### src/rtl/cic_interp.sv
// cic_interp: Q-stage CIC interpolator, runtime R in {1,2,4,8,16}, Q1.15 I/O.
// Define CIC_INTERP_SAT_EN for output saturation and overflow/underflow flags.
module cic_interp #(
    parameter int DATA_WIDTH = 16,
    parameter int DATA_FRAC  = 15,
    parameter int Q          = 1,
    parameter int N          = 1
) (
    input  logic                  clk,
    input  logic                  rst_n,
    input  logic                  valid_in,
    output logic                  ready_in,
    input  logic [4:0]            interp_factor,
    input  logic [DATA_WIDTH-1:0] cic_in,
    output logic [DATA_WIDTH-1:0] cic_out,
    output logic                  valid_out,
    output logic                  overflow,
    output logic                  underflow
);

    localparam int MAX_INTERP_FACTOR = 16;
    localparam int ACC_WIDTH = DATA_WIDTH + Q * $clog2(N * MAX_INTERP_FACTOR);
    localparam int LOG2N     = $clog2(N);
    localparam int SW        = $clog2(ACC_WIDTH + 1);
    // sign bit index: fractional bits plus integer bits below the sign
    localparam int MAG_BITS  = DATA_FRAC + (DATA_WIDTH - 1 - DATA_FRAC);
    localparam logic signed [ACC_WIDTH:0] ONE = 1;
`ifdef CIC_INTERP_SAT_EN
    localparam logic signed [ACC_WIDTH:0] SAT_HI =
        {{(ACC_WIDTH + 2 - DATA_WIDTH){1'b0}}, {(DATA_WIDTH - 1){1'b1}}};
    localparam logic signed [ACC_WIDTH:0] SAT_LO =
        {{(ACC_WIDTH + 2 - DATA_WIDTH){1'b1}}, {(DATA_WIDTH - 1){1'b0}}};
`endif

    typedef logic signed [ACC_WIDTH-1:0] acc_t;

    logic                  busy_q, busy_d;
    logic [4:0]            phase_q, phase_d;
    logic [4:0]            r_q, r_d;
    logic [2:0]            lg_q, lg_d;
    acc_t                  stuff_q, stuff_d;
    acc_t                  dly_q [Q][N];
    acc_t                  dly_d [Q][N];
    acc_t                  integ_q [Q];
    acc_t                  integ_d [Q];
    logic                  ivld_q, ivld_d;
    logic [SW-1:0]         shift_q, shift_d;
    logic [DATA_WIDTH-1:0] out_q, out_d;
    logic                  vout_q, vout_d;
    logic                  ovf_q, ovf_d;
    logic                  unf_q, unf_d;

    logic                  rdy;
    logic                  last_phase;
    logic                  accept;
    logic [4:0]            r_dec;
    logic [2:0]            lg_dec;
    acc_t                  comb_x [Q+1];
    acc_t                  integ_in;
    logic signed [ACC_WIDTH:0] rnd_add;
    logic signed [ACC_WIDTH:0] rnd;
    logic [DATA_WIDTH-1:0] res;
    logic                  res_ovf;
    logic                  res_unf;
`ifdef CIC_INTERP_SAT_EN
    logic signed [ACC_WIDTH:0] scaled;
`endif

    // Burst control: accept, R latch, phase counter, comb chain and delays
    always_comb begin
        last_phase = busy_q && (phase_q == r_q - 5'd1);
        rdy        = !busy_q || last_phase;
        accept     = valid_in && rdy;

        r_dec  = 5'd1;
        lg_dec = 3'd0;
        unique case (1'b1)
            (interp_factor == 5'd2):  begin r_dec = 5'd2;  lg_dec = 3'd1; end
            (interp_factor == 5'd4):  begin r_dec = 5'd4;  lg_dec = 3'd2; end
            (interp_factor == 5'd8):  begin r_dec = 5'd8;  lg_dec = 3'd3; end
            (interp_factor == 5'd16): begin r_dec = 5'd16; lg_dec = 3'd4; end
            default: ;
        endcase

        comb_x[0] = {{(ACC_WIDTH - MAG_BITS){cic_in[MAG_BITS]}},
                     cic_in[MAG_BITS-1:0]};
        for (int k = 0; k < Q; k++) begin
            comb_x[k+1] = comb_x[k] - dly_q[k][N-1];
        end

        busy_d  = busy_q;
        phase_d = phase_q;
        r_d     = r_q;
        lg_d    = lg_q;
        stuff_d = stuff_q;
        dly_d   = dly_q;
        if (accept) begin
            busy_d  = 1'b1;
            phase_d = 5'd0;
            r_d     = r_dec;
            lg_d    = lg_dec;
            stuff_d = comb_x[Q];
            for (int k = 0; k < Q; k++) begin
                dly_d[k][0] = comb_x[k];
                for (int j = 1; j < N; j++) begin
                    dly_d[k][j] = dly_q[k][j-1];
                end
            end
        end else if (last_phase) begin
            busy_d  = 1'b0;
            phase_d = 5'd0;
        end else if (busy_q) begin
            phase_d = phase_q + 5'd1;
        end
    end

    // Integrator cascade: zero-stuffed input, runs only during a burst
    always_comb begin
        integ_in = (phase_q == 5'd0) ? stuff_q : '0;
        integ_d  = integ_q;
        ivld_d   = busy_q;
        shift_d  = shift_q;
        if (busy_q) begin
            integ_d[0] = integ_q[0] + integ_in;
            for (int k = 1; k < Q; k++) begin
                integ_d[k] = integ_q[k] + integ_d[k-1];
            end
            shift_d = SW'((Q - 1) * int'(lg_q) + Q * LOG2N);
        end
    end

    // Gain removal: half-up rounding, shift, then clamp or wrap
    always_comb begin
        rnd_add = '0;
        if (shift_q != '0) begin
            rnd_add = ONE << (shift_q - SW'(1));
        end
        rnd = {integ_q[Q-1][ACC_WIDTH-1], integ_q[Q-1]} + rnd_add;
`ifdef CIC_INTERP_SAT_EN
        scaled  = rnd >>> shift_q;
        res     = scaled[DATA_WIDTH-1:0];
        res_ovf = 1'b0;
        res_unf = 1'b0;
        if (scaled > SAT_HI) begin
            res     = SAT_HI[DATA_WIDTH-1:0];
            res_ovf = 1'b1;
        end else if (scaled < SAT_LO) begin
            res     = SAT_LO[DATA_WIDTH-1:0];
            res_unf = 1'b1;
        end
`else
        res     = DATA_WIDTH'(rnd >>> shift_q);
        res_ovf = 1'b0;
        res_unf = 1'b0;
`endif
        out_d  = out_q;
        vout_d = 1'b0;
        ovf_d  = 1'b0;
        unf_d  = 1'b0;
        if (ivld_q) begin
            out_d  = res;
            vout_d = 1'b1;
            ovf_d  = res_ovf;
            unf_d  = res_unf;
        end
    end

    // State registers; reset abandons any burst in flight
    always_ff @(posedge clk or negedge rst_n) begin
        if (!rst_n) begin
            busy_q  <= 1'b0;
            phase_q <= '0;
            r_q     <= 5'd1;
            lg_q    <= '0;
            stuff_q <= '0;
            for (int k = 0; k < Q; k++) begin
                integ_q[k] <= '0;
                for (int j = 0; j < N; j++) begin
                    dly_q[k][j] <= '0;
                end
            end
            ivld_q  <= 1'b0;
            shift_q <= '0;
            out_q   <= '0;
            vout_q  <= 1'b0;
            ovf_q   <= 1'b0;
            unf_q   <= 1'b0;
        end else begin
            busy_q  <= busy_d;
            phase_q <= phase_d;
            r_q     <= r_d;
            lg_q    <= lg_d;
            stuff_q <= stuff_d;
            integ_q <= integ_d;
            dly_q   <= dly_d;
            ivld_q  <= ivld_d;
            shift_q <= shift_d;
            out_q   <= out_d;
            vout_q  <= vout_d;
            ovf_q   <= ovf_d;
            unf_q   <= unf_d;
        end
    end

    assign ready_in  = rdy;
    assign cic_out   = out_q;
    assign valid_out = vout_q;
    assign overflow  = ovf_q;
    assign underflow = unf_q;

endmodule

### config.mk
export PLATFORM = sky130hd
export DESIGN_NAME = cic_interp
export DESIGN_NICKNAME = d
export VERILOG_FILES = /design/src/rtl/cic_interp.sv
export SDC_FILE = /design/constraint.sdc
export NUM_CORES = 1
export LEC_CHECK = 0
export ABC_AREA = 1
export BUFFER_PORTS_ARGS = -buffer_cell sky130_fd_sc_hd__buf_2
export CAP_MARGIN = 10
export CORE_MARGIN = 5
export CORE_UTILIZATION = 61
export CTS_CLUSTER_DIAMETER = 150
export DETAILED_ROUTE_END_ITERATION = 12
export GPL_TIMING_DRIVEN = 1
export PLACE_DENSITY = 0.9
export SLEW_MARGIN = 20
export SYNTH_ARGS = -nofsm -noshare
export SYNTH_HDL_FRONTEND = slang
export SYNTH_SLANG_ARGS = --single-unit
### constraint.sdc
create_clock -name clk -period 3.3 [get_ports clk]
set_input_delay 0.33 -clock clk [delete_from_list [all_inputs] [get_ports clk]]
set_output_delay 0.33 -clock clk [all_outputs]
set_load 0.02 [all_outputs]
==> results of run 1 <==
final timing paths:
| kind | startpoint | to | slack [ps] | cells past startpoint |
|---|---|---|---|---|
| setup / recovery | phase_q[0] | integ_q[14] | 560 | 16 |
| hold / removal | rst_n | cic_out[2] | 110 | 1 |
| setup reg to reg | phase_q[0] | integ_q[14] | 560 | 16 |
| hold reg to reg | dly_q[12] | dly_q[12] | 470 | 2 |
| max in group asynchronous | rst_n | dly_q[7] | 2590 | 1 |
| min in group clk | cic_in[0] | dly_q[0] | 210 | 3 |
logic make-up after synthesis:
kind of cell	share of synthesized area
flops	0.358
mux	0.0314
buf+inv	0.110
compound gates	0.0358
other cells	0.000697
xor+xnor	0.0244
simple gates	0.356
fa+ha+maj	0.0841
placed cells by master (no fill, tap or decap):
cell	n
nor2_2	1
dfrtp_1	76
and3_1	1
clkbuf_8	10
o21ai_0	11
dfstp_2	1
mux2_2	15
conb_1	2
o22ai_1	2
nand3_1	60
inv_2	1
nand3b_1	9
xnor2_1	8
bufinv_16	3
nand3_2	10
clkinv_2	1
ha_1	33
buf_2	40
nor2_1	56
nor3_1	2
fa_1	2
nand2_4	2
nand2_1	294
o21bai_1	2
and2_1	5
a21oi_1	22
buf_4	2
xor2_1	7
nand2_2	1
inv_1	114
or2_2	1
clkbuf_1	2
nand4_1	7
cell type report:
class / instances / area, um2 / share of cell area
multi-input cells: 553 / 2870 / 0.493
flip-flops and latches: 77 / 1930 / 0.331
inverters: 115 / 432 / 0.0742
repair buffers: 42 / 215 / 0.0370
clock buffers: 12 / 145 / 0.0249
well taps: 108 / 135 / 0.0232
clock inverters: 4 / 95.1 / 0.0163
power by group:
group | internal (mW) | switching, mW
combinational | 1.09 | 1.80
sequential | 1.41 | 0.363
clock | 0.523 | 0.358
routing by layer:
layer | share of wire | up-vias | GRT usage
li1 | - | 2442 | -
met1 | 0.46 | 2115 | 0.270
met2 | 0.48 | 107 | 0.367
met3 | 0.045 | 16 | 0.0304
met4 | 0.017 | 0 | 0.0703
met5 | 0 | - | 0
per-stage QoR:
| step | total power [mW] | area (um2) | worst slack (ps) | instances |
|---|---|---|---|---|
| 2_1_floorplan | 4.10 | 5390 | 763 | 765 |
| 3_5_place_dp | 4.66 | 5580 | 587 | 895 |
| 6_report | 5.54 | 5820 | 558 | 911 |
| 4_1_cts | 5.55 | 5820 | 565 | 911 |
| 5_1_grt | 6.08 | 5820 | 296 | 911 |
| 3_3_place_gp | 4.54 | 5580 | 718 | 895 |
flip-flops by register name (all words and copies together) (netlist names):
register / flops
cic_out: 16
phase_q: 5
stuff_q: 16
integ_q: 16
busy_q: 1
valid_out: 1
ivld_q: 1
r_q: 5
dly_q: 16
==> flow_summary_export.csv, run 1 <==
group,metric,value,unit
outcome,status,"finished, final reports clean",
timing,fmaxAchievable,365,MHz
routing,routed_wl,10900,um
clock_network,root_buffer,"clkbuf_8",
floorplanning,core,8680,um2
routing,drtIter0Drc,194,
timing,rsz0062_at_grt,"false",
worst_setup_path,cpMostUsedCell,"nand2_1",
yosys,synthArstFlopShare,1.00,
floorplanning,die_h,104,um
final_layout,nFillCells,777,
placed_design,dp_hpwl,8100,um
yosys,synth-main-ff-cell,"dfrtp_1",
worst_setup_path,critPathKind,"reg2reg",
timing,slew_headroom,0.378,
yosys,synth_seq_cells,77,
power_and_ir_drop,ir_drop,420,uV
yosys,avgSynthCellArea,7.05,um2
worst_setup_path,crit_fanout,15,
routing,wire_per_inst,11.9,um
placed_design,portBuffers,41,
timing,period_needed,2740,ps
routing,dr.pass1.iters,5,
floorplanning,io_pins,44,
final_layout,diodes,0,
yosys,syn_area,5380,um2
yosys,synth_cells,764,
power_and_ir_drop,power.leakage,3.35,nW
yosys,synth_most_common_cell,"nand2_1",
worst_setup_path,slowest_stage,"fa_1",
timing,skew,7.30,ps
worst_setup_path,start_kind,"register",
clock_network,cts.htree.levels,3,
grt,overflow,0,
final_layout,nets,857,
yosys,synth-warning-count,0,
timing,setup_viol,0,
worst_setup_path,arrival,2980,ps
placed_design,place.gp.congestion,0.864,
yosys,yosys-top-cells-count,"nand2_1, inv_1, dfrtp_1",
clock_network,numCtsBuffers,9,
grt,grt_usage,0.211,
worst_setup_path,end_kind,"register",
floorplanning,rows,34,
clock_network,clk_path_buf_depth,2,
floorplanning,die_x,104,um
clock_network,insertion_delay,360,ps
clock_network,tritoncts,"yes",
routing,vias,4680,
worst_setup_path,cp_cell_sequence,"inv_1, ha_1, inv_1, nor2_1, nand2_1, nor2_1, ha_1, fa_1, nand3_1, nand2_1, nand2_1, nand2_1, nand2_1, nand3b_1, nand3_1, nand2_1",
clock_network,cts_setup_buffers,0,
clock_network,cts.sinks,77,
clock_network,cts_resized,0,
worst_setup_path,path_buf_inv,2,
timing,worst_pin_slew,933,ps
final_layout,final_util,0.670,
clock_network,cts_hold_buffers,0,
timing,hold_violations,0,
timing,timing.hold.ws,109,ps
yosys,yosys.area.top_type,"dfrtp_1",
grt,grt_pass1_wl,19500,um
worst_setup_path,worstPathRequired,3540,ps
routing,drcViolationCount,0,
job,cap_violations,0,
worst_setup_path,cpPeakStageDelay,430,ps
yosys,synthTopCellsByArea,"dfrtp_1, nand2_1, inv_1",
power_and_ir_drop,power.density,952,nW/um2
grt,grt_antenna_before_repair,0,
yosys,synth_top_area_share,0.353,
grt,grt_pass1_vias,4481,
yosys,synth-edff-count,0,
routing,via_per_inst,5.14,
clock_network,clk_pin_slew_worst_paths,80,ps
worst_setup_path,critPathTopFamily,"simple AND/OR/NAND/NOR gates",
timing,final_max_slew_viol_count,0,
hold_path,hold_path.class,"in2async",
timing,fin_setup_tns,0,ps
final_layout,drive_above_1_share,0.110,
final_layout,syn_to_final_growth,8.06,%
timing,period_share,0.831,
grt,grt_start_max_net_pins,78,
floorplanning,die_area,10800,um2
floorplanning,start_util,0.620,
routing,ant_nets,0,
yosys,ys_seq_area_frac,0.358,
yosys,ys_types,33,
Note: power is estimated with default switching activity, not from simulation.
==> run 2: changes to the inputs <==
--- a/config.mk
+++ b/config.mk
@@ -5,15 +5,15 @@
 export SDC_FILE = /design/constraint.sdc
 export NUM_CORES = 1
 export LEC_CHECK = 0
-export ABC_AREA = 1
+export ABC_AREA = 0
 export BUFFER_PORTS_ARGS = -buffer_cell sky130_fd_sc_hd__buf_2
 export CAP_MARGIN = 10
 export CORE_MARGIN = 5
-export CORE_UTILIZATION = 61
+export CORE_UTILIZATION = 54
 export CTS_CLUSTER_DIAMETER = 150
 export DETAILED_ROUTE_END_ITERATION = 12
 export GPL_TIMING_DRIVEN = 1
-export PLACE_DENSITY = 0.9
+export PLACE_DENSITY = 0.85
 export SLEW_MARGIN = 20
 export SYNTH_ARGS = -nofsm -noshare
 export SYNTH_HDL_FRONTEND = slang
==> constraint.sdc (replaced) <==
create_clock -name clk -period 2.5 [get_ports clk]
set_input_delay 0.25 -clock clk [delete_from_list [all_inputs] [get_ports clk]]
set_output_delay 0.25 -clock clk [all_outputs]
set_load 0.02 [all_outputs]
==> flow_summary_export.csv, run 2 <==
group,metric,value,unit
routing,routed_wl,10900,um
grt,grt_most_used_layer,"met2",
worst_setup_path,rr_startpoint,"phase_q[0]",
worst_setup_path,cp_cell_sequence,"inv_1, ha_2, nor4b_4, buf_4, and2_4, buf_4, fa_2, a211oi_4, o211ai_1, a31oi_2, o21ai_2, xor2_1, mux2_4",
grt,overflow,0,
yosys,yosys.area.top_type,"dfrtp_1",
timing,period_share,1.14,
grt,grt_usage,0.206,
final_layout,finalInstanceArea,5950,um2
placed_design,place.gp.congestion,0.925,
yosys,synthTopCellsByArea,"dfrtp_1, mux2_2, ha_1",
hold_path,hold_path.class,"in2async",
outcome,violations,"negative setup slack",
yosys,syn_area,4790,um2
timing,skew,15.5,ps
yosys,synth-edff-count,0,
yosys,yosys-top-cells-count,"dfrtp_1, nand2_1, o21ai_0",
clock_network,root_buffer,"clkbuf_8",
placed_design,pre_cts_ws,-395,ps
power_and_ir_drop,power.density,1280,nW/um2
grt,grt_antenna_before_repair,0,
clock_network,cts.htree.levels,3,
worst_setup_path,r2r_setup_slack,-360,ps
worst_setup_path,worstPathRequired,2740,ps
timing,fin_ws,-356,ps
clock_network,cts.sinks,77,
final_layout,layout_common_cells,"dfrtp_1, buf_4, nand2_1, buf_2, mux2_2",
timing,hold_violations,0,
power_and_ir_drop,power.leakage,2.78,nW
power_and_ir_drop,clkPwrFrac,0.164,
grt,use_met2,0.347,
placed_design,portBuffers,41,
power_and_ir_drop,internal-power,4.63,mW
worst_setup_path,reg2reg_depth,13,
power_and_ir_drop,p_switching,2.99,mW
yosys,ys_types,59,
floorplanning,die_h,104,um
routing,vias,3998,
timing,period_needed,2860,ps
grt,grt_pass1_wl,18700,um
clock_network,numCtsBuffers,9,
final_layout,syn_to_final_growth,24.3,%
routing,drcViolationCount,0,
grt,grt_util_met1,0.264,
clock_network,insertion_delay,360,ps
worst_setup_path,cpPeakStageDelay,390,ps
yosys,avgSynthCellArea,9.72,um2
grt,grt_pass1_vias,4001,
clock_network,clk_pin_slew_worst_paths,90,ps
floorplanning,rows,34,
placed_design,dp_hpwl,7780,um
final_layout,diodes,0,
final_layout,final_common_cell,"dfrtp_1",
floorplanning,io_pins,44,
yosys,ys_seq_area_frac,0.403,
floorplanning,start_util,0.552,
routing,dr.pass1.iters,5,
timing,rsz0062_at_grt,"true",
timing,worst_pin_slew,949,ps
worst_setup_path,cp-startpoint,"phase_q[0]",
final_layout,drive_above_1_share,0.324,
worst_setup_path,cpMostUsedCell,"buf_4",
yosys,synth_seq_cells,77,
timing,setup_viol,11,
yosys,synth-main-ff-cell,"dfrtp_1",
placed_design,place_area,5520,um2
yosys,synth_cells,493,
power_and_ir_drop,p_sw_frac,0.393,
grt,grt_start_max_net_pins,78,
routing,drtIter0Drc,202,
worst_setup_path,critPathKind,"reg2reg",
clock_network,tritoncts,"yes",
power_and_ir_drop,pwr-share-seq,0.299,
worst_setup_path,arrival,3090,ps
yosys,synth_top_area_share,0.397,
yosys,synth-warning-count,0,
floorplanning,die_x,104,um
worst_setup_path,crit_fanout,7,
timing,slew_headroom,0.367,
grt,met3_usage,0.0472,
worst_setup_path,r2r-end,"integ_q[12]",
job,cap_violations,0,
routing,wire_per_inst,15.7,um
clock_network,clk_path_buf_depth,2,
worst_setup_path,start_kind,"register",
worst_setup_path,end_kind,"register",
worst_setup_path,slowest_stage,"fa_2",
floorplanning,die_area,10900,um2
timing,fmaxAchievable,350,MHz
timing,timing.hold.ws,24.1,ps
power_and_ir_drop,ir_drop,565,uV
outcome,status,"finished, violations left",
final_layout,nFillCells,651,
floorplanning,core,8680,um2
power_and_ir_drop,combinationalPowerShare,0.537,
yosys,synthArstFlopShare,1.00,
final_layout,nets,637,
routing,ant_nets,0,
yosys,synth_most_common_cell,"dfrtp_1",
timing,final_max_slew_viol_count,0,
routing,via_per_inst,5.79,
timing,fin_setup_tns,-2520,ps
[run 2: changes by cell type after synthesis, sizes merged, moves of 10 or more]
| cell | delta |
|---|---|
| nand2 | -254 |
| o31ai | +12 |
| o21ai | +33 |
| nand3 | -61 |
| mux2 | +23 |
| nor2 | -34 |
| inv | -87 |
| and2 | +12 |
| o21a | +10 |
[run 2: worst max-delay path by stage]
stage	slack, ps	end	cells past startpoint
finish	-360	integ_q[12]	13
detailed placement	-400	integ_q[15]	12
global placement	-270	integ_q[11]	11
global route	-530	integ_q[11]	12
floorplan	-330	integ_q[11]	11
CTS	-350	integ_q[14]	14
[run 2: repair_timing]
action | in CTS | in global routing
resized for setup | 13 | 16
setup buffers | 5 | 3
hold buffers | 0 | 0
pin swaps | 7 | 12
endpoints found under the setup margin | 12 | 12
[run 2: worst max-delay path, delay by kind of cell, from the launching register on]
family	cells	cell delay, ps
adder cells (fa/ha/maj)	2	550
AND/OR/NAND/NOR	2	290
AO/OA/AOI/OAI	4	790
multiplexers	1	250
buffers and inverters	3	340
flip-flops	1	370
XOR/XNOR	1	140
[run 2: power by group through the flow]
stage,Sequential [mW],Combinational (mW),Clock (mW)
global route,2.35,4.50,1.34
CTS,2.28,3.95,1.28
global placement,2.26,3.66,0
finish,2.28,4.09,1.25
floorplan,2.32,2.58,0
detailed placement,2.30,3.81,0
[run 2: routing by layer]
metal	part of all wire	wire (um)
met1	0.42	4570
met2	0.49	5360
met3	0.063	689
met4	0.023	248
met5	0	0
[run 2: cell type report]
type	count	area, um2	area share
Clock buffer	12	145	0.0244
Clock inverter	4	120	0.0202
Inverter	28	105	0.0177
Multi-Input combinational cell	368	2890	0.486
Sequential cell	77	1930	0.324
Tap cell	108	135	0.0227
Timing Repair Buffer	94	624	0.105
[run 2: kinds of logic after synthesis]
group / count (synthesis) / share of synthesized area
compound gates: 131 / 0.178
fa+ha+maj: 35 / 0.0946
mux: 38 / 0.0901
buf+inv: 49 / 0.0415
other cells: 1 / 0.000783
simple gates: 135 / 0.143
flops: 77 / 0.403
xor+xnor: 27 / 0.0494
[run 2: metrics by stage]
step | total power [mW] | util | std cells
2_1_floorplan | 4.90 | - | 494
3_3_place_gp | 5.91 | 0.637 | 669
3_5_place_dp | 6.11 | 0.637 | 669
4_1_cts | 7.50 | 0.675 | 689
5_1_grt | 8.20 | 0.686 | 691
6_report | 7.62 | 0.686 | 691
==> run 3: changes to the inputs <==
--- a/config.mk
+++ b/config.mk
@@ -5,15 +5,15 @@
 export SDC_FILE = /design/constraint.sdc
 export NUM_CORES = 1
 export LEC_CHECK = 0
-export ABC_AREA = 0
+export ABC_AREA = 1
 export BUFFER_PORTS_ARGS = -buffer_cell sky130_fd_sc_hd__buf_2
 export CAP_MARGIN = 10
 export CORE_MARGIN = 5
-export CORE_UTILIZATION = 54
+export CORE_UTILIZATION = 55
 export CTS_CLUSTER_DIAMETER = 150
 export DETAILED_ROUTE_END_ITERATION = 12
 export GPL_TIMING_DRIVEN = 1
-export PLACE_DENSITY = 0.85
+export PLACE_DENSITY = 0.86
 export SLEW_MARGIN = 20
 export SYNTH_ARGS = -nofsm -noshare
 export SYNTH_HDL_FRONTEND = slang
==> flow_summary_export.csv, run 3 (synthesized netlist as in run 1, its figures left out) <==
group,metric,value,unit
outcome,status,"finished, final reports clean",
timing,worst_pin_slew,690,ps
routing,drcViolationCount,0,
power_and_ir_drop,combinationalPowerShare,0.545,
hold_path,hold_path.class,"in2reg",
worst_setup_path,cp-startpoint,"r_q[0]",
timing,skew,11.6,ps
grt,met3_usage,0.0349,
routing,drtIter0Drc,174,
final_layout,finalInstanceArea,6010,um2
floorplanning,core,9640,um2
hold_path,worstHoldPathCells,3,
grt,grt_usage,0.199,
routing,routed_wl,10900,um
grt,grt_start_max_net_pins,43,
timing,period_needed,2330,ps
job,cap_violations,0,
final_layout,nets,874,
hold_path,min_from,"cic_in[13]",
floorplanning,die_area,11900,um2
grt,grt_pass1_wl,19100,um
worst_setup_path,reg2reg_depth,17,
power_and_ir_drop,ir_drop,566,uV
grt,use_met2,0.347,
placed_design,place_area,5690,um2
grt,grt_util_met1,0.254,
final_layout,drive_above_1_share,0.140,
placed_design,portBuffers,41,
clock_network,cts.sinks,77,
floorplanning,start_util,0.559,
power_and_ir_drop,pwr-share-seq,0.313,
power_and_ir_drop,p_sw_frac,0.450,
placed_design,place.gp.congestion,0.891,
grt,overflow,0,
power_and_ir_drop,p_switching,3.35,mW
clock_network,insertion_delay,350,ps
placed_design,dp_hpwl,8440,um
clock_network,clk_pin_slew_worst_paths,80,ps
worst_setup_path,rr_startpoint,"phase_q[1]",
floorplanning,rows,36,
timing,setup_viol,0,
power_and_ir_drop,internal-power,4.09,mW
timing,hold_violations,0,
clock_network,root_buffer,"clkbuf_8",
grt,grt_pass1_vias,4405,
routing,ant_nets,0,
power_and_ir_drop,power.leakage,3.44,nW
timing,fmaxAchievable,429,MHz
worst_setup_path,start_kind,"register",
clock_network,clk_path_buf_depth,2,
power_and_ir_drop,fin_total_pwr,7.44,mW
floorplanning,die_h,109,um
power_and_ir_drop,clkPwrFrac,0.142,
clock_network,numCtsBuffers,9,
clock_network,tritoncts,"yes",
routing,dr.pass1.iters,4,
grt,grt_antenna_before_repair,0,
power_and_ir_drop,power.density,1240,nW/um2
worst_setup_path,crit_fanout,5,
routing,wire_per_inst,11.4,um
floorplanning,io_pins,44,
routing,vias,4599,
worst_setup_path,critPathKind,"reg2out",
grt,grt_most_used_layer,"met2",
worst_setup_path,worstPathRequired,2250,ps
timing,final_max_slew_viol_count,0,
routing,via_per_inst,4.83,
final_layout,diodes,0,
timing,period_share,0.933,
final_layout,layout_common_cells,"nand2_1, inv_1, dfrtp_1, nand3_1, nor2_1",
final_layout,final_common_cell,"nand2_1",
clock_network,cts.htree.levels,3,
timing,slew_headroom,0.540,
worst_setup_path,end_kind,"output pin",
floorplanning,die_x,109,um
worst_setup_path,arrival,2080,ps
final_layout,syn_to_final_growth,11.6,%
[run 3: final cells by class]
| cell class | instances | area [um2] |
|---|---|---|
| fillers | 921 | 3630 |
| multi-input cells | 553 | 2890 |
| flip-flops and latches | 77 | 1930 |
| inverters | 115 | 432 |
| repair buffers | 59 | 364 |
| well taps | 133 | 166 |
| clock buffers | 12 | 155 |
| clock inverters | 4 | 70.1 |
[run 3: worst paths after layout]
kind / end / slack [ps]
min: dly_q[13] / 150
min reg2reg: dly_q[4] / 470
max in group asynchronous: r_q[0] / 1480
max: ready_in / 170
min in group asynchronous: valid_out / 380
max reg2reg: integ_q[8] / 180
[run 3: power by group through the flow]
stage | Clock (mW) | Combinational, mW | Sequential, mW
finish | 1.06 | 4.05 | 2.33
global route | 1.13 | 4.65 | 2.41
CTS | 1.08 | 3.92 | 2.33
detailed placement | 0 | 3.89 | 2.36
global placement | 0 | 3.81 | 2.32
floorplan | 0 | 3.06 | 2.36
[run 3: through the flow]
| stage | instances | setup TNS, ps | hold slack, ps | setup slack, ps | utilization |
|---|---|---|---|---|---|
| final | 953 | 0 | 147 | 169 | 0.623 |
| after global routing | 953 | -89.3 | 132 | -30.6 | 0.623 |
| after CTS | 946 | 0 | 138 | 84.8 | 0.615 |
| after detailed placement | 929 | 0 | 227 | 87.5 | 0.590 |
| after global placement | 929 | 0 | 235 | 67.0 | 0.590 |
| after floorplan | 765 | 0 | -45.6 | 62.2 | - |
[run 3: worst max-delay path: stages, from the launching register on]
cell and delay, ps:
dfstp_2 560, inv_1 70, ha_1 320, inv_1 50, nand2_1 50, nand2_1 40
nor2_1 100, nand2_1 70, nor2_2 90, nand2_2 100, nand2_4 120, buf_4 160
[run 3: routing by layer]
layer / vias up / share of wire
met1: 2057 / 0.47
met2: 63 / 0.48
met3: 18 / 0.039
li1: 2461 / -
met4: 0 / 0.013
met5: - / 0
[run 3: timing repair]
item                       in CTS  in global routing
setup endpoints to repair       0                 12
resized for setup               0                 12
hold endpoints to repair       35                  0
hold buffers                    1                  0
setup buffers                   0                  7
